<file path="src/rtl/mii_frame_gen.sv">
// mii_frame_gen: MII transmit frame generator. Emits preamble, SFD,
// Ethernet header, pattern payload and CRC-32 FCS, nibble-serial.
// Ports:
//   mii_tx_clk  25 MHz MII clock, rising edge only
//   rst         synchronous active-high reset
//   start       start pulse (IDLE only)
//   stop        graceful stop request
//   frame_cnt   frames to send, 0 = continuous (latched at start)
//   err_inject  corrupt next frame with one tx_er cycle
//   busy, done, frames_sent   status
//   mii_tx_en, mii_tx_er, mii_tx_da   MII transmit bus
module mii_frame_gen #(
  parameter logic [47:0] DST_MAC      = 48'hFFFF_FFFF_FFFF,
  parameter logic [47:0] SRC_MAC      = 48'h000A_3501_FEC0,
  parameter logic [15:0] ETH_TYPE     = 16'h0800,
  parameter int          PAYLOAD_LEN  = 46,
  parameter int          IFG_NIBBLES  = 24,
  parameter int          PATTERN_MODE = 0,
  parameter logic [7:0]  FILL_BYTE    = 8'hA5
) (
  input  logic        mii_tx_clk,
  input  logic        rst,
  input  logic        start,
  input  logic        stop,
  input  logic [15:0] frame_cnt,
  input  logic        err_inject,
  output logic        busy,
  output logic        done,
  output logic [15:0] frames_sent,
  output logic        mii_tx_en,
  output logic        mii_tx_er,
  output logic [3:0]  mii_tx_da
);

  localparam logic [111:0] HDR_BITS =
    {DST_MAC, SRC_MAC, ETH_TYPE};
  localparam logic [11:0] PAY_LAST =
    12'(2 * PAYLOAD_LEN - 1);
  localparam logic [11:0] IFG_LAST =
    12'(IFG_NIBBLES - 1);
  localparam logic [31:0] POLY = 32'hEDB8_8320;

  if (PAYLOAD_LEN < 46 || PAYLOAD_LEN > 1500)
  begin : g_bad_len
    $error("PAYLOAD_LEN must be 46..1500");
  end

  if (IFG_NIBBLES < 24) begin : g_bad_ifg
    $error("IFG_NIBBLES must be at least 24");
  end

  typedef enum logic [2:0] {
    IDLE, PRE, SFD, HDR, PAY, FCS, IFG
  } state_t;

  state_t      state, state_nxt;
  logic [11:0] cnt, cnt_nxt;
  logic [31:0] crc, crc_nxt;
  logic [15:0] fc, fc_nxt;
  logic [15:0] sent_nxt;
  logic        stop_req, stop_nxt;
  logic [7:0]  seq, seq_nxt;
  logic        err, err_nxt;
  logic        launch;
  logic        en_nxt, er_nxt;
  logic [3:0]  da_nxt;
  logic [7:0]  hdr_byte, pay_byte;

  // Reflected CRC-32, four bits per call, LSB first.
  function automatic logic [31:0] crc_nib(
    input logic [31:0] c,
    input logic [3:0]  d
  );
    logic [31:0] r;
    r = c ^ {28'h0, d};
    for (int i = 0; i < 4; i++)
      r = r[0] ? ((r >> 1) ^ POLY) : (r >> 1);
    return r;
  endfunction

  // Sequencing: state/cnt name the nibble currently on the wire;
  // the *_nxt values describe the nibble driven at the next edge.
  always_comb begin
    state_nxt = state;
    cnt_nxt   = cnt + 12'd1;
    fc_nxt    = fc;
    sent_nxt  = frames_sent;
    stop_nxt  = stop_req | stop;
    seq_nxt   = seq;
    err_nxt   = err;
    launch    = 1'b0;
    unique case (state)
      IDLE: begin
        cnt_nxt  = '0;
        stop_nxt = 1'b0;
        if (start) begin
          state_nxt = PRE;
          fc_nxt    = frame_cnt;
          sent_nxt  = '0;
          launch    = 1'b1;
        end
      end
      PRE: if (cnt == 12'd14) begin
        state_nxt = SFD;
        cnt_nxt   = '0;
      end
      SFD: begin
        state_nxt = HDR;
        cnt_nxt   = '0;
      end
      HDR: if (cnt == 12'd27) begin
        state_nxt = PAY;
        cnt_nxt   = '0;
      end
      PAY: if (cnt == PAY_LAST) begin
        state_nxt = FCS;
        cnt_nxt   = '0;
      end
      FCS: if (cnt == 12'd7) begin
        state_nxt = IFG;
        cnt_nxt   = '0;
        sent_nxt  = frames_sent + 16'd1;
      end
      IFG: if (cnt == IFG_LAST) begin
        cnt_nxt = '0;
        if (stop_req || stop ||
            (fc != 16'd0 && frames_sent == fc)) begin
          state_nxt = IDLE;
        end else begin
          state_nxt = PRE;
          launch    = 1'b1;
        end
      end
      default: state_nxt = IDLE;
    endcase

    // Per-frame attributes are frozen when a preamble begins.
    if (launch) begin
      seq_nxt = sent_nxt[7:0];
      err_nxt = err_inject;
    end

    hdr_byte = HDR_BITS[7'd104 - {cnt_nxt[4:1], 3'b000} +: 8];
    pay_byte = (PATTERN_MODE != 0) ? FILL_BYTE
             : cnt_nxt[8:1] + seq_nxt;

    en_nxt  = 1'b0;
    er_nxt  = 1'b0;
    da_nxt  = 4'h0;
    crc_nxt = crc;
    unique case (state_nxt)
      PRE: begin
        en_nxt = 1'b1;
        da_nxt = 4'h5;
      end
      SFD: begin
        en_nxt = 1'b1;
        da_nxt = 4'hD;
      end
      HDR: begin
        en_nxt  = 1'b1;
        da_nxt  = cnt_nxt[0] ? hdr_byte[7:4]
                             : hdr_byte[3:0];
        crc_nxt = crc_nib(
          (state == HDR) ? crc : 32'hFFFF_FFFF, da_nxt);
      end
      PAY: begin
        en_nxt  = 1'b1;
        da_nxt  = cnt_nxt[0] ? pay_byte[7:4]
                             : pay_byte[3:0];
        er_nxt  = err_nxt && (cnt_nxt == 12'd0);
        crc_nxt = crc_nib(crc, da_nxt);
      end
      FCS: begin
        en_nxt  = 1'b1;
        da_nxt  = ~crc[3:0];
        crc_nxt = {4'h0, crc[31:4]};
      end
      default: ;
    endcase
  end

  always_ff @(posedge mii_tx_clk) begin
    if (rst) begin
      state       <= IDLE;
      cnt         <= '0;
      crc         <= '1;
      fc          <= '0;
      stop_req    <= 1'b0;
      seq         <= '0;
      err         <= 1'b0;
      busy        <= 1'b0;
      done        <= 1'b0;
      frames_sent <= '0;
      mii_tx_en   <= 1'b0;
      mii_tx_er   <= 1'b0;
      mii_tx_da   <= 4'h0;
    end else begin
      state       <= state_nxt;
      cnt         <= cnt_nxt;
      crc         <= crc_nxt;
      fc          <= fc_nxt;
      stop_req    <= stop_nxt;
      seq         <= seq_nxt;
      err         <= err_nxt;
      busy        <= (state_nxt != IDLE);
      done        <= (state == IFG) && (state_nxt == IDLE);
      frames_sent <= sent_nxt;
      mii_tx_en   <= en_nxt;
      mii_tx_er   <= er_nxt;
      mii_tx_da   <= da_nxt;
    end
  end

endmodule

</file>
<file path="config.mk">
export PLATFORM = sky130hd
export DESIGN_NAME = mii_frame_gen
export DESIGN_NICKNAME = d
export VERILOG_FILES = /design/src/rtl/mii_frame_gen.sv
export SDC_FILE = /design/constraint.sdc
export NUM_CORES = 1
export LEC_CHECK = 0
export ABC_AREA = 1
export CORE_ASPECT_RATIO = 1.2
export CORE_MARGIN = 2
export CORE_UTILIZATION = 38
export CTS_BUF_LIST = sky130_fd_sc_hd__clkbuf_2
export CTS_CLUSTER_DIAMETER = 80
export CTS_CLUSTER_SIZE = 10
export DETAILED_ROUTE_END_ITERATION = 10
export HOLD_SLACK_MARGIN = 0.06
export SETUP_SLACK_MARGIN = 0.15
export SLEW_MARGIN = 10
export SYNTH_ARGS = -nofsm -noshare
export SYNTH_HDL_FRONTEND = slang
export SYNTH_SLANG_ARGS = --single-unit
</file>
<file path="constraint.sdc">
create_clock -name mii_tx_clk -period 6.37 [get_ports mii_tx_clk]
set_input_delay 1.911 -clock mii_tx_clk [delete_from_list [all_inputs] [get_ports mii_tx_clk]]
set_output_delay 1.911 -clock mii_tx_clk [all_outputs]
set_load 0.05 [all_outputs]
</file>
======== After elaboration in Yosys (flattened, before gate mapping) ========
Index checks and enable logic that the tools add are counted.
operators by class
  $add $sub $neg .......................... 4
  eq/ne operators ......................... 19
  shifts and indexed selects .............. 1
  mux-type cells .......................... 37
  bitwise gates (word level) .............. 13
  reduce and logical (&&, ||, !) cells .... 18
operator list
  operator                                                                      count
  32-bit 2-to-1 mux                                                             9
  13-bit NOT with 14-bit output                                                 8
  112-bit by 8-bit indexed part select with 8-bit output, first input constant  1
  32-bit one-hot mux with 3 select lines                                        1
  12-bit one-hot mux with 6 select lines                                        1
  32-bit by 4-bit XOR with 32-bit output                                        2
  12-bit 2-to-1 mux                                                             5
  16-bit 2-to-1 mux                                                             2
  16-bit one-hot mux with 2 select lines                                        1
  12-bit by 5-bit equality test with 1-bit output, second input constant        2
  3-bit one-hot mux with 7 select lines                                         1
  4-bit one-hot mux with 5 select lines                                         1
  3-bit 2-to-1 mux                                                              6
  16-bit by 1-bit adder with 16-bit output, second input constant               1
  16-bit equality test                                                          1
  16-bit nonzero test                                                           1
  3-bit equality test, second input constant                                    5
  12-bit by 1-bit adder with 12-bit output, second input constant               1
  12-bit by 3-bit equality test with 1-bit output, second input constant        1
  12-bit by 4-bit equality test with 1-bit output, second input constant        1
  12-bit by 7-bit equality test with 1-bit output, second input constant        1
  3-bit by 2-bit equality test with 1-bit output, second input constant         4
  12-bit logical NOT                                                            1
  8-bit adder                                                                   1
  other kinds (19)                                                              34
storage, ports and cells
  bits in registers ....................... 97
  bits of input ports ..................... 21
  output and inout port bits .............. 24
  logic and storage cells ................. 106

======== Logic depth before layout (Yosys ltp) ========
Gate-level depths: netlist of run 1.
  depth after elaboration ................. 19
  mapped depth ............................ 37
  gate-level depth less buffers ........... 37

======== Least setup slack after synthesis of run 1 ========
OpenSTA, ideal clock, no wires.
  path type ............................... in2reg
  start ................................... input port start
  end ..................................... register crc[18]
  library setup time ...................... 112 ps
  arrival ................................. 5129 ps
  data required time ...................... 6258 ps
  path slack .............................. 1129 ps
  cell stages on the path ................. 28
  path buffers ............................ 1
  cell sequence ........................... inv_1 > nor2_1 > inv_1 > clkbuf_1 > nand2_1 > nand2_1 > o21ai_0 > or2_2 > nand2_1 > ha_1 > inv_1 > fa_1 > inv_1 > a31o_2 > xor2_1 > nand2_1 > nand2_2 > inv_2 > nand2_1 > nand2_2 > nand2_1 > nand2_2 > xor2_2 > and2_4 > o21ai_1 > nand2_1 > nand2_1 > nand2_1
between the ends
  word-level cells in the longest chain between the ends .. 13
  elaborated cells between the ends (all ways) .. 21
  classes of those cells .................. add/sub: 1; eq/ne: 3; mux: 13; bitwise: 3; reduce/logical: 1
ends and longest elaborated chain
  item                                                                                             line  RTL
  start: declaration                                                                               23    input logic start,
  16-bit 2-to-1 mux or 1-bit 2-to-1 mux (tied branches)                                            96    if (start) begin
  16-bit one-hot mux with 2 select lines or 1-bit one-hot mux with 2 select lines (tied branches)  92    unique case (state)
  8-bit 2-to-1 mux *                                                                               138   if (launch) begin
  via seq_nxt[0]                                                                                   62    logic [7:0] seq, seq_nxt;
  8-bit adder *                                                                                    145   : cnt_nxt[8:1] + seq_nxt;
  4-bit 2-to-1 mux *                                                                               169   da_nxt = cnt_nxt[0] ? pay_byte[7:4]
  32-bit by 4-bit XOR with 32-bit output *                                                         75    r = c ^ {28'h0, d};
  32-bit 2-to-1 mux *                                                                              77    r = r[0] ? ((r >> 1) ^ POLY) : (r >> 1);
  13-bit NOT with 14-bit output (no source line)                                                   -
  32-bit 2-to-1 mux *                                                                              77
  13-bit NOT with 14-bit output (no source line)                                                   -
  32-bit 2-to-1 mux * (2 in series)                                                                77
  32-bit one-hot mux with 3 select lines *                                                         151   unique case (state_nxt)
  end signal: assignment                                                                           201   crc <= crc_nxt;
  end: declaration                                                                                 58    logic [31:0] crc, crc_nxt;
The timed path passes the listed nets; every way through them passes the cells marked *. The select of a mux whose other input is x is not followed.
A chain may end at the register's enable or synchronous reset.

======== Final worst setup path of run 1 ========
  start ................................... input port stop
  end ..................................... register crc[9]
between the ends
  word-level cells in the longest chain between the ends .. 14
  elaborated cells between the ends (all ways) .. 21
  classes of those cells .................. add/sub: 1; eq/ne: 3; mux: 13; bitwise: 1; reduce/logical: 3
ends and longest elaborated chain
  item                                    line  RTL
  start: declaration                      24    input logic stop,
  1-bit logical OR (2 in series)          126   if (stop_req || stop ||
  1-bit 2-to-1 mux                        126
  1-bit 2-to-1 mux                        124   IFG: if (cnt == IFG_LAST) begin
  1-bit one-hot mux with 2 select lines   92
  8-bit 2-to-1 mux                        138
  via seq_nxt[4]                          62
  8-bit adder                             145
  4-bit 2-to-1 mux                        169
  32-bit by 4-bit XOR with 32-bit output  75
  32-bit 2-to-1 mux (4 in series)         77
  32-bit one-hot mux with 3 select lines  151
The timed path passes the listed nets, and every way through them passes these cells.

==> results of run 1 <==
final cells by class:
cell class | count | area, sq um
tap | 256 | 320
inverter | 188 | 708
sequential | 97 | 1940
antenna | 1 | 2.50
multi-input combinational | 847 | 4370
timing repair buffer | 58 | 541
clock inverter | 7 | 76.3
fill | 2048 | 10800
clock buffer | 9 | 45.0
state kept, by name, indices dropped and copies added, names as in the netlist:
register / count
busy: 1
cnt: 12
crc: 32
done: 1
err: 1
fc: 16
frames_sent: 16
mii_tx_da: 4
mii_tx_en: 1
mii_tx_er: 1
seq: 8
state: 3
stop_req: 1
power by group through the flow:
stage | Combinational (W) | Sequential [W] | Clock [W]
after global routing | 0.000195 | 0.000636 | 0.000372
after detailed placement | 0.000174 | 0.000643 | 0
after global placement | 0.000173 | 0.000643 | 0
after CTS | 0.000175 | 0.000633 | 0.000347
after floorplan | 0.000118 | 0.000648 | 0
final | 0.000175 | 0.000633 | 0.000339
critical path: stages:
cell             delay, ns
clkdlybuf4s50_1       0.45
nor4_1                0.29
nand2_1               0.17
nand2_1               0.13
inv_1                 0.08
or2_2                 0.29
o21ai_0               0.11
ha_1                  0.32
nand2_1               0.10
inv_1                 0.05
nand4_1               0.06
o211ai_1              0.12
a21o_1                0.18
a21oi_1               0.23
inv_1                 0.10
nand3_1               0.12
nand2_1               0.06
nand2_1               0.05
nand3_1               0.08
nand3_1               0.12
nand2_1               0.23
buf_4                 0.26
o21ai_2               0.14
nand2_1               0.06
nand3_1               0.06
nand2_1               0.05
nand2_1               0.09
metrics by stage:
stage               utilization (%)  std cells  hold slack (ns)  area, sq um
floorplan                         -       1169            0.437         7230
global placement               42.0       1446            0.451         7880
detailed placement             42.0       1446            0.453         7880
CTS                            42.6       1462            0.505         8000
global route                   42.6       1463            0.532         8010
finish                         42.6       1463            0.502         8010
cells in the final DEF (no fill, tap or decap), types with 5 or more instances in the layout:
cell type	netlist	routed
a21oi_1	39	39
inv_1	168	168
clkdlybuf4s50_1	0	43
xor2_1	29	29
o21ai_1	7	7
nor2_1	113	113
xnor2_1	12	12
nand2_4	7	7
nand2_1	294	294
ha_1	12	12
o211ai_1	10	10
nand4_1	14	14
o22ai_1	9	9
inv_2	17	17
nor4_1	7	7
nand2_2	24	24
clkbuf_2	0	9
nand3_2	5	5
buf_4	4	14
nor3_1	19	19
dfxtp_1	97	97
o21ai_0	76	76
nand3_1	121	121
final timing paths:
kind              slack, ns  startpoint     end  cells past startpoint
setup reg to reg       1.56      cnt[0]  crc[9]                     31
hold / removal         0.50       fc[0]   fc[0]                      2
setup / recovery       1.05        stop  crc[9]                     27
hold reg to reg        0.50       fc[0]   fc[0]                      2
kinds of logic (layout without fill, tap and decap cells):
| family | Yosys count | after routing | share of synthesized area, % |
|---|---|---|---|
| and+or+nand+nor | 626 | 626 | 39.6 |
| buffers and inverters | 225 | 262 | 12.6 |
| AOI/OAI and AO/OA | 163 | 163 | 12.7 |
| DFF | 97 | 97 | 26.9 |
| xor gates and xnor gates | 45 | 45 | 5.87 |
| adders and majority gates | 13 | 13 | 2.35 |
| other | 0 | 1 | 0 |
routing by layer:
layer	vias to the layer above	global-route usage, %
met4	0	7.22
met1	3371	27.0
met3	30	2.20
li1	3787	-
met2	152	38.8
met5	-	0
==> results.sh, run 1 <==
export IMPL_pwr_share_seq_pct=55.2
export IMPL_synth_largest_area_cell="dfxtp_1"
export IMPL_start_util_pct=38.5
export IMPL_min_path_type="flip-flop to flip-flop"
export IMPL_syn_area_per_cell_sq_um=6.18
export IMPL_p_switching_w=0.000392
export IMPL_area_growth_pct=10.8
export IMPL_final_nets=1235
export IMPL_grt_pass1_wl_mm=34.6
export IMPL_post_drt_wl_per_cell_um=14.5
export IMPL_cts_buffers=9
export IMPL_worst_pin_slew_ns=0.910
export IMPL_ys_warn_count=0
export IMPL_setup_slack_ns=1.05
export IMPL_cp_end_kind="flip-flop"
export IMPL_die_h_um=155
export IMPL_cts_sinks=97
export IMPL_synth_cell_type_count=55
export IMPL_skew_ns=0.0639
export IMPL_vias=7340
export IMPL_rsz0062_at_grt="no"
export IMPL_cts_root_buf="clkbuf_2"
export IMPL_io_pins=45
export IMPL_fin_crit_sh_pct=83.5
export IMPL_setup_violations_final=0
export IMPL_drv_cap=0
export IMPL_clockPowerShare_pct=29.5
export IMPL_post_cts_resized=0
export IMPL_overflow=0
export IMPL_dr_wl_met3_um=646
export IMPL_htreeDepth=3
export IMPL_layout_min_cycle_time_ns=5.32
export IMPL_ir_worst_vdd_uv=82.1
export IMPL_clk_pin_slew_ns=0.38
export IMPL_leakage_nw=3.71
export IMPL_core_area_sq_mm=0.0188
export IMPL_worst_ep_required_time_ns=6.97
export IMPL_p_total_w=0.00115
export IMPL_setup_tns_ns=0
export IMPL_grt_pass1_vias=6830
export IMPL_clock_path_buffers=2
export IMPL_critPathKind="input pin to flip-flop"
export IMPL_synth_area_leaders="dfxtp_1, nand2_1, inv_1"
export IMPL_dr_wl_met2_mm=10.6
export IMPL_rows=55
export IMPL_synth_most_common_cell="nand2_1"
export IMPL_drc_errors=0
export IMPL_status="complete, no violations"
export IMPL_synth_edf_count=0
export IMPL_synth_seq_cells=97
export IMPL_post_place_ws_ns=0.444
export IMPL_first_pass_iters=5
export IMPL_worstPathArrival_ns=5.92
export IMPL_cts_tree="yes"
export IMPL_grt_max_degree=56
export IMPL_grt_usage_pct=21.7
export IMPL_die_x_um=130
export IMPL_netSwitchingFraction_pct=34.2
export IMPL_p_comb_share_pct=15.3
export IMPL_vias_per_cell=5.02
export IMPL_antenna_found_initial=1
export IMPL_hold_violations=0
export IMPL_syn_nets=1203
export IMPL_die_area_sq_mm=0.0201
export IMPL_syn_cell_area_sq_mm=0.00723
export IMPL_intPower_w=0.000754
export IMPL_async_flop_share_pct=0
export IMPL_timing_final_max_slew_violations=0
export IMPL_slew_headroom_pct=39.3
export IMPL_cp_start_kind="input pin"
export IMPL_postCtsHoldBufs=0
export IMPL_cp_max_fo=8
export IMPL_ys_top_cells_by_count="nand2_1, inv_1, nand3_1"
export IMPL_drt_met1_wl_mm=9.55
export IMPL_power_density_mw_per_mm2=143
export IMPL_ys_flop_type="dfxtp_1"
export IMPL_io_buffers=44
export IMPL_top_layer="met4"
export IMPL_synth_top_cell_area_share_pct=26.9
export IMPL_drtIter0Drc=557
export IMPL_syn_inst=1169
export IMPL_hpwl_mm=15.5
export IMPL_post_cts_setup_buffers=0
export IMPL_insertion_delay_ns=0.68
export IMPL_wirelength_mm=21.3
export IMPL_fmax_ghz=0.188
export IMPL_drive_gt1_share_pct=9.29
export IMPL_antenna_left=0
export IMPL_ys_seq_area_share_pct=26.9
export IMPL_gp_congestion=0.880
Note: power is estimated with default switching activity, not from simulation.
==> run 2: changes to the inputs <==
==> constraint.sdc (replaced) <==
create_clock -name mii_tx_clk -period 5 [get_ports mii_tx_clk]
set_input_delay 1.5 -clock mii_tx_clk [delete_from_list [all_inputs] [get_ports mii_tx_clk]]
set_output_delay 1.5 -clock mii_tx_clk [all_outputs]
set_load 0.05 [all_outputs]
==> run 2 against run 1 <==
Global-route usage increased by 0.58 points. Highest routed layer unchanged. Largest cell class unchanged. Largest power group unchanged. Cell count is 4.2% higher. Combinational power up 47%.
==> results.sh, run 2 (same netlist as run 1, synthesis figures left out) <==
export IMPL_antenna_left=0
export IMPL_gr_usage_met2_pct=40.1
export IMPL_fin_crit_sh_pct=91.7
export IMPL_final_common_cell="nand2_1"
export IMPL_post_drt_wl_per_cell_um=14.5
export IMPL_core_area_sq_mm=0.0188
export IMPL_rsz0062_at_grt="yes"
export IMPL_rows=55
export IMPL_slew_headroom_pct=33.0
export IMPL_ir_worst_vdd_uv=95.9
export IMPL_drv_cap=0
export IMPL_grt_pass1_wl_mm=35.5
export IMPL_critPathKind="input pin to flip-flop"
export IMPL_num_fill_cells=2076
export IMPL_first_pass_iters=5
export IMPL_leakage_nw=4.03
export IMPL_grt_max_degree=45
export IMPL_hpwl_mm=16.4
export IMPL_io_buffers=44
export IMPL_busiest_layer="met2"
export IMPL_setup_tns_ns=0
export IMPL_worst_ep_required_time_ns=5.61
export IMPL_hold_violations=0
export IMPL_crit_top_cell="nand2_1"
export IMPL_worstPathArrival_ns=5.20
export IMPL_fmax_ghz=0.218
export IMPL_worst_pin_slew_ns=1.00
export IMPL_antenna_found_initial=1
export IMPL_gp_congestion=0.913
export IMPL_clk_pin_slew_ns=0.34
export IMPL_cts_tree="yes"
export IMPL_htreeDepth=3
export IMPL_cp_max_fo=5
export IMPL_largest_register_ffs=32
export IMPL_die_x_um=130
export IMPL_critical_path_top_delay_family="simple AND/OR/NAND/NOR gates"
export IMPL_vias=7603
export IMPL_dpl_instance_area_sq_mm=0.00834
export IMPL_final_nets=1296
export IMPL_die_area_sq_mm=0.0201
export IMPL_cts_root_buf="clkbuf_2"
export IMPL_cp_start_kind="input pin"
export IMPL_min_path_type="flip-flop to flip-flop"
export IMPL_insertion_delay_ns=0.67
export IMPL_area_growth_pct=18.0
export IMPL_gr_usage_met1_pct=26.3
export IMPL_largest_register="crc"
export IMPL_die_h_um=155
export IMPL_overflow=0
export IMPL_timing_final_max_slew_violations=0
export IMPL_met3_usage_pct=2.17
export IMPL_wirelength_mm=22.1
export IMPL_cts_buffers=9
export IMPL_grt_pass1_vias=7098
export IMPL_power_density_mw_per_mm2=174
export IMPL_io_pins=45
export IMPL_drtIter0Drc=385
export IMPL_postCtsHoldBufs=0
export IMPL_skew_ns=0.0379
export IMPL_cp_end_kind="flip-flop"
export IMPL_drive_gt1_share_pct=14.5
export IMPL_reg_top3="crc (32), fc (16), frames_sent (16)"
export IMPL_vias_per_cell=4.99
export IMPL_grt_usage_pct=22.3
export IMPL_drc_errors=0
export IMPL_cts_sinks=97
export IMPL_slowest_stage="clkdlybuf4s50_1"
export IMPL_final_cell_mix="nand2_1, inv_1, nand3_1, nor2_1, dfxtp_1"
export IMPL_start_util_pct=38.5
export IMPL_max_stage_delay_ns=0.41
export IMPL_clock_path_buffers=2
export IMPL_setup_violations_final=0
export IMPL_design_area_sq_mm=0.00853
export IMPL_status="complete, no violations"
export IMPL_crit_buf_inv=7
export IMPL_layout_min_cycle_time_ns=4.58
-- run 2: cell count changes in the layout (fill, tap and decap cells not counted), sizes merged --
cell	change
buf	+60
nand2	+1
diode	+1
-- run 2: worst register-to-register path: cells and delay by family, from the launching register on --
family	cells	cell delay [ns]
flops	1	0.41
compound gates	1	0.11
buf+inv	6	0.45
simple gates	24	2.54
xor+xnor	1	0.17
fa+ha+maj	3	0.79
-- run 2: layout make-up --
class / instances / area, sq um / area share, %
flip-flops and latches: 97 / 1940 / 22.8
clock buffers: 9 / 45.0 / 0.528
diodes: 2 / 5.00 / 0.0587
repair buffers: 118 / 1020 / 12.0
multi-input cells: 848 / 4410 / 51.7
inverters: 188 / 708 / 8.31
clock inverters: 7 / 73.8 / 0.866
well taps: 256 / 320 / 3.76
-- run 2: repair_timing --
action | CTS | global route
endpoints found under the setup margin | 0 | 27
resized for setup | 0 | 13
setup buffers | 0 | 3
hold endpoints to repair | 0 | 0
-- run 2: metrics by stage --
| stage | util (%) | hold slack (ns) | worst slack (ns) | cells | total power, W |
|---|---|---|---|---|---|
| global placement | 44.4 | 0.449 | -0.401 | 1503 | 0.00106 |
| detailed placement | 44.4 | 0.457 | -0.440 | 1503 | 0.00107 |
| finish | 45.4 | 0.499 | 0.415 | 1525 | 0.00149 |
| floorplan | - | 0.437 | 0.170 | 1169 | 0.000976 |
| CTS | 45.0 | 0.505 | 0.251 | 1519 | 0.00149 |
| global route | 45.4 | 0.527 | 0.108 | 1525 | 0.00157 |
-- run 2: final timing paths --
check / start / end / slack [ns] / cells after the start
hold reg to reg: crc[14] / crc[14] / 0.50 / 2
setup reg to reg: cnt[0] / crc[26] / 0.51 / 35
setup / recovery: start / crc[26] / 0.42 / 31
hold / removal: crc[14] / crc[14] / 0.50 / 2
-- run 2: power breakdown --
group,switching [W],total [W],internal [W]
Clock,0.000337,0.000424,0.0000869
Sequential,0.0000121,0.000806,0.000794
Combinational,0.000154,0.000257,0.000103
Total,0.000504,0.00149,0.000984
-- run 2: metal layers --
layer | wire, um | share of wire (%) | up-vias
met3 | 660 | 3.0 | 45
met2 | 11100 | 50 | 157
met4 | 799 | 3.6 | 0
li1 | - | - | 3914
met5 | 0 | 0 | -
met1 | 9540 | 43 | 3487
==> RTL edit 1: new RTL, flow settings as in run 1 <==
`PATTERN_MODE`: 0 -> 1.
--- a/src/rtl/mii_frame_gen.sv
+++ b/src/rtl/mii_frame_gen.sv
@@ -15,7 +15,7 @@
   parameter logic [15:0] ETH_TYPE     = 16'h0800,
   parameter int          PAYLOAD_LEN  = 46,
   parameter int          IFG_NIBBLES  = 24,
-  parameter int          PATTERN_MODE = 0,
+  parameter int          PATTERN_MODE = 1,
   parameter logic [7:0]  FILL_BYTE    = 8'hA5
 ) (
   input  logic        mii_tx_clk,
Function: no difference found for any inputs over 10 cycles, from zero or initial values and one cycle with rst high; that may be too few to reach the edited logic, so the function may still have changed.
==> RTL edit 1 against run 1 <==
- wire length decreased by 26%
- largest cell class unchanged
- sequential cell count is 8 lower
- combinational power is 37% lower
- via count shrank 22%
- cell area down 20%
- sequential share of layout area is 3.4 points higher
- synthesized area decreased by 22%
- power is 11% lower
- clock power down 3%
- worst setup slack gained 1.1 ns
- critical path type unchanged
==> RTL edit 1: results (changes against run 1) <==
Status = finished clean
CP max FO = 31 (+23)
HPWL after detailed placement = 11.10 mm (-28%)
Gpl congestion = 0.8666 (-1.6%)
Mux share of post-synthesis cell area = 0.1985% (+0.20 points)
P_seq = 0.581 mW (-8.2%)
Drt initial violations = 408 (-27%)
Post-synthesis sequential area ratio = 31.41% (+4.5 points)
CTS HTree Levels = 3 (unchanged)
CP arrival = 4.83 ns (-1.09 ns)
# Post-CTS Setup Buffers = 0 (unchanged)
Largest registers = crc x32, fc x16, frames_sent x16
Largest net degree at the start of global routing = 53 (-5.4%)
Ys async rst share = 0% (unchanged)
Antenna violations before repair = 1 (unchanged)
Worst Skew = 0.04323 ns (-0.02067 ns)
Main flop type after synthesis = dfxtp_1
Gates resized, CTS repair = 0 (unchanged)
Pre-Repair DR Iteration Count = 7 (+2)
Max IR drop VDD = 67.36 uV (-18%)
Ys Warns = 0 (unchanged)
DR vias/cell = 5.043 (+0.52%)
Placed Instance Area = 6301 um^2 (-20%)
Total Nets Final = 950 (-23%)
Xor/xnor share of the synthesized area = 6.817% (+0.95 points)
Most frequent cells after synthesis = 212 x nand2_1, 106 x inv_1, 89 x dfxtp_1
Compound-Gate Fraction of Synth Area = 15.84% (+3.2 points)
Hold path cells = 2 (unchanged)
Vias in the first global route = 5160 (-24%)
Skew-Pair Late Insertion Delay = 0.63 ns (-0.05 ns)
Syn_nets = 915 (-24%)
Synth Area in Adders = 1.103% (-1.3 points)
Register-to-Register Path Depth = 14 (-55%)
Logic pwr share = 10.8% (-4.5 points)
Gr usage total = 20.05% (-1.7 points)
Reg clk slew, reported paths = 0.26 ns (-0.12 ns)
Clock tree buffer depth = 2 (unchanged)
First-pass GRT wire length = 25.31 mm (-27%)
Fraction of layout cells with a size suffix above 1 = 7.212% (-2.1 points)
Yosys cell types = 46 (-16%)
Slew headroom = 41.16% (+1.8 points)
Root buf cell = clkbuf_2
P_leak = 2.671 nW (-28%)
WL per Instance = 13.90 um (-4.4%)
CTS buffer count = 9 (unchanged)
Fill count = 1560 (-24%)
Sw frac = 30.21% (-4.0 points)
Sw Pwr = 0.3084 mW (-21%)
Area contributors post-synth = dfxtp_1 31%, nand2_1 14%, inv_1 7.0%
RTL edit 1: cells by family (layout without fill, tap and decap cells):
family          count (synthesis)  in the layout
fa+ha+maj                       5              5
simple gates                  446            446
xor+xnor                       42             42
flops                          89             89
buf+inv                       144            184
other cells                     0              1
mux                             1              1
compound gates                162            162
RTL edit 1: area by class of cell:
type,count,area (um^2),area share [%]
clock buffer,9,45.04,0.7003
multi-input combinational,656,3338,51.90
inverter,116,435.4,6.769
tap,200,250.2,3.890
antenna,1,2.502,0.03890
timing repair buffer,52,495.5,7.703
sequential,89,1782,27.70
clock inverter,7,83.83,1.303
RTL edit 1: path summary, 6_finish.rpt:
check	end	slack, ns	from
setup reg to reg	crc[24]	2.46	state[0]
setup / recovery	crc[5]	2.12	start
hold reg to reg	crc[4]	0.50	crc[4]
hold / removal	crc[4]	0.50	crc[4]
RTL edit 1: per-layer routing:
| metal | track usage (%) | vias to the layer above | part of all wire [%] | wire (um) |
|---|---|---|---|---|
| met4 | 9.036 | 0 | 2.9 | 456 |
| met5 | 0 | - | 0 | 0 |
| met3 | 2.332 | 30 | 4.2 | 659 |
| met2 | 33.33 | 127 | 46 | 7173 |
| li1 | - | 2972 | - | - |
| met1 | 25.93 | 2570 | 47 | 7414 |
RTL edit 1: worst max-delay path: stages:
cell and delay [ns]:
clkdlybuf4s50_1 0.49, nand2_1 0.10, buf_4 0.29, and2_1 0.21, nand4_1 0.64, clkinv_1 0.47, nand2_1 0.19, or2_2 0.31
nand3_1 0.08, nand2_1 0.05, nand2_1 0.08
RTL edit 1: metrics by stage:
step	setup slack [ns]	utilization [%]	cells
finish	2.116	44.44	1130
global route	1.869	44.44	1130
CTS	2.159	44.42	1129
detailed placement	1.502	43.53	1113
global placement	1.508	43.53	1113
floorplan	2.950	-	889
==> RTL edit 2: new RTL, settings of run 1 <==
Made on the original files. The output `mii_tx_er` loses its register stage (`mii_tx_er` becomes a continuous assignment).
--- a/src/rtl/mii_frame_gen.sv
+++ b/src/rtl/mii_frame_gen.sv
@@ -193,7 +193,6 @@
       done        <= 1'b0;
       frames_sent <= '0;
       mii_tx_en   <= 1'b0;
-      mii_tx_er   <= 1'b0;
       mii_tx_da   <= 4'h0;
     end else begin
       state       <= state_nxt;
@@ -207,10 +206,11 @@
       done        <= (state == IFG) && (state_nxt == IDLE);
       frames_sent <= sent_nxt;
       mii_tx_en   <= en_nxt;
-      mii_tx_er   <= er_nxt;
       mii_tx_da   <= da_nxt;
     end
   end
 
+  assign mii_tx_er = er_nxt;
+
 endmodule
 
Formal check against the unedited RTL: same outputs for any inputs over 10 cycles, from zero or initial values and one cycle with rst high; that may be too few to reach the edited logic, so the function may still have changed.
==> RTL edit 2 against run 1 <==
- register-to-register slack improved by 0.28 ns
- critical path depth down 18
- cell area down 3.8%
- worst setup slack got worse by 0.63 ns
- first-iteration DRC count up 2.9%
- synthesized cell count shrank 0.43%
- worst hold slack got worse by 0.0026 ns
- maximum frequency shrank 11%
- sequential cell count is 1 lower
- wire length decreased by 3.3%
- synthesized area decreased by 4.1%
- power decreased by 1.7%
- critical endpoint is now mii_tx_er
==> RTL edit 2: results (changes against run 1) <==
Gr usage total = 21.69% (-0.022 points)
Largest net degree at the start of global routing = 55 (-1.8%)
Antenna violations before repair = 1 (unchanged)
Yosys cell types = 51 (-7.3%)
PortBufs = 44 (unchanged)
Fraction of layout cells with a size suffix above 1 = 7.077% (-2.2 points)
Slew headroom = 38.85% (-0.49 points)
Status = finished clean
Main flop type after synthesis = dfxtp_1
Reg clk slew, reported paths = 0.25 ns (-0.13 ns)
Drt initial violations = 573 (+2.9%)
Pre-Repair DR Iteration Count = 5 (unchanged)
Vias in the first global route = 6841 (+0.16%)
Worst Skew = 0.04584 ns (-0.01806 ns)
Syn_nets = 1198 (-0.42%)
Max IR drop VDD = 73.74 uV (-10%)
P_leak = 3.689 nW (-0.54%)
Gpl congestion = 0.8638 (-1.9%)
CP max FO = 6 (-2)
CTS buffer count = 9 (unchanged)
CP arrival = 4.04 ns (-1.88 ns)
Area contributors post-synth = dfxtp_1 28%, nand2_1 20%, nand3_1 9.8%
Final setup vio count = 0 (unchanged)
Most frequent cells after synthesis = 366 x nand2_1, 147 x inv_1, 135 x nand3_1
First-pass GRT wire length = 34.18 mm (-1.3%)
HPWL after detailed placement = 14.54 mm (-6.0%)
Final count of hold timing violations = 0 (unchanged)
Post-synthesis sequential area ratio = 27.74% (+0.86 points)
WL per Instance = 14.41 um (-0.82%)
Skew-Pair Late Insertion Delay = 0.66 ns (-0.02 ns)
DR vias/cell = 5.152 (+2.7%)
RTL edit 2: cell count changes after synthesis, moves of 4 or more:
cell and delta:
inv_1 -21, inv_2 -4, nand2_1 +72, nand2_2 -6, nand3_1 +14, nor2_1 -15
nor3_1 -5, o22ai_1 -6, xnor2_1 -4, xor2_1 -7
RTL edit 2: per-stage QoR:
stage / instance area (um^2) / cells / util [%] / hold WS (ns) / worst slack (ns)
floorplan: 6935 / 1164 / - / 0.4367 / 0.6353
global placement: 7576 / 1409 / 42.00 / 0.4505 / 0.2989
detailed placement: 7576 / 1409 / 42.00 / 0.4570 / 0.2805
CTS: 7680 / 1425 / 42.57 / 0.5002 / 0.2729
global route: 7700 / 1426 / 42.68 / 0.5214 / 0.1620
finish: 7700 / 1426 / 42.68 / 0.4993 / 0.4213
RTL edit 2: area by class of cell:
cell class	instances	area, um^2
well taps	224	280.3
flip-flops and latches	96	1922
fillers	1985	10340
clock buffers	9	45.04
clock inverters	7	58.81
repair buffers	54	520.5
inverters	162	610.6
diodes	1	2.502
multi-input cells	873	4260
RTL edit 2: cell families (layout without fill, tap and decap cells):
family	count (synthesis)	count (layout)	synth area share, %
XOR/XNOR	30	30	3.792
AND/OR/NAND/NOR	675	675	42.43
buffers and inverters	195	232	11.12
other	0	1	0
adder cells (fa/ha/maj)	13	13	2.456
AO/OA/AOI/OAI	155	155	12.46
flip-flops	96	96	27.74
RTL edit 2: path summary, 6_finish.rpt:
kind	cells after the start	slack (ns)	end	from
min reg2reg	2	0.50	crc[14]	crc[14]
max	9	0.42	mii_tx_er	start
min	2	0.50	crc[14]	crc[14]
max reg2reg	27	1.84	crc[27]	frames_sent[0]
RTL edit 2: worst max-delay path, cell delays in order:
cell	delay [ns]
clkdlybuf4s50_1	0.40
nand2_1	0.21
inv_1	0.10
nor4_2	0.35
nand2_1	0.19
nor2_1	0.20
nand2_2	0.13
nor4_4	0.36
buf_12	0.18
RTL edit 2: where the power goes:
group / internal [mW] / switching (mW)
Sequential: 0.616 / 0.00931
Clock: 0.0609 / 0.250
Combinational: 0.0643 / 0.127
Total: 0.741 / 0.386
RTL edit 2: metal layers:
metal	GRT usage [%]	vias to the layer above	share of wire [%]
met4	6.907	0	1.7
met1	29.38	3379	49
met3	3.028	24	4.2
met5	0	-	0
met2	35.55	157	45
li1	-	3787	-
RTL edit 2: what timing repair did:
action / CTS / global route
gates resized for setup: 0 / 3
buffers inserted: 0 / 0
endpoints found under the setup margin: 0 / 1
endpoints found under the hold margin: 0 / 0
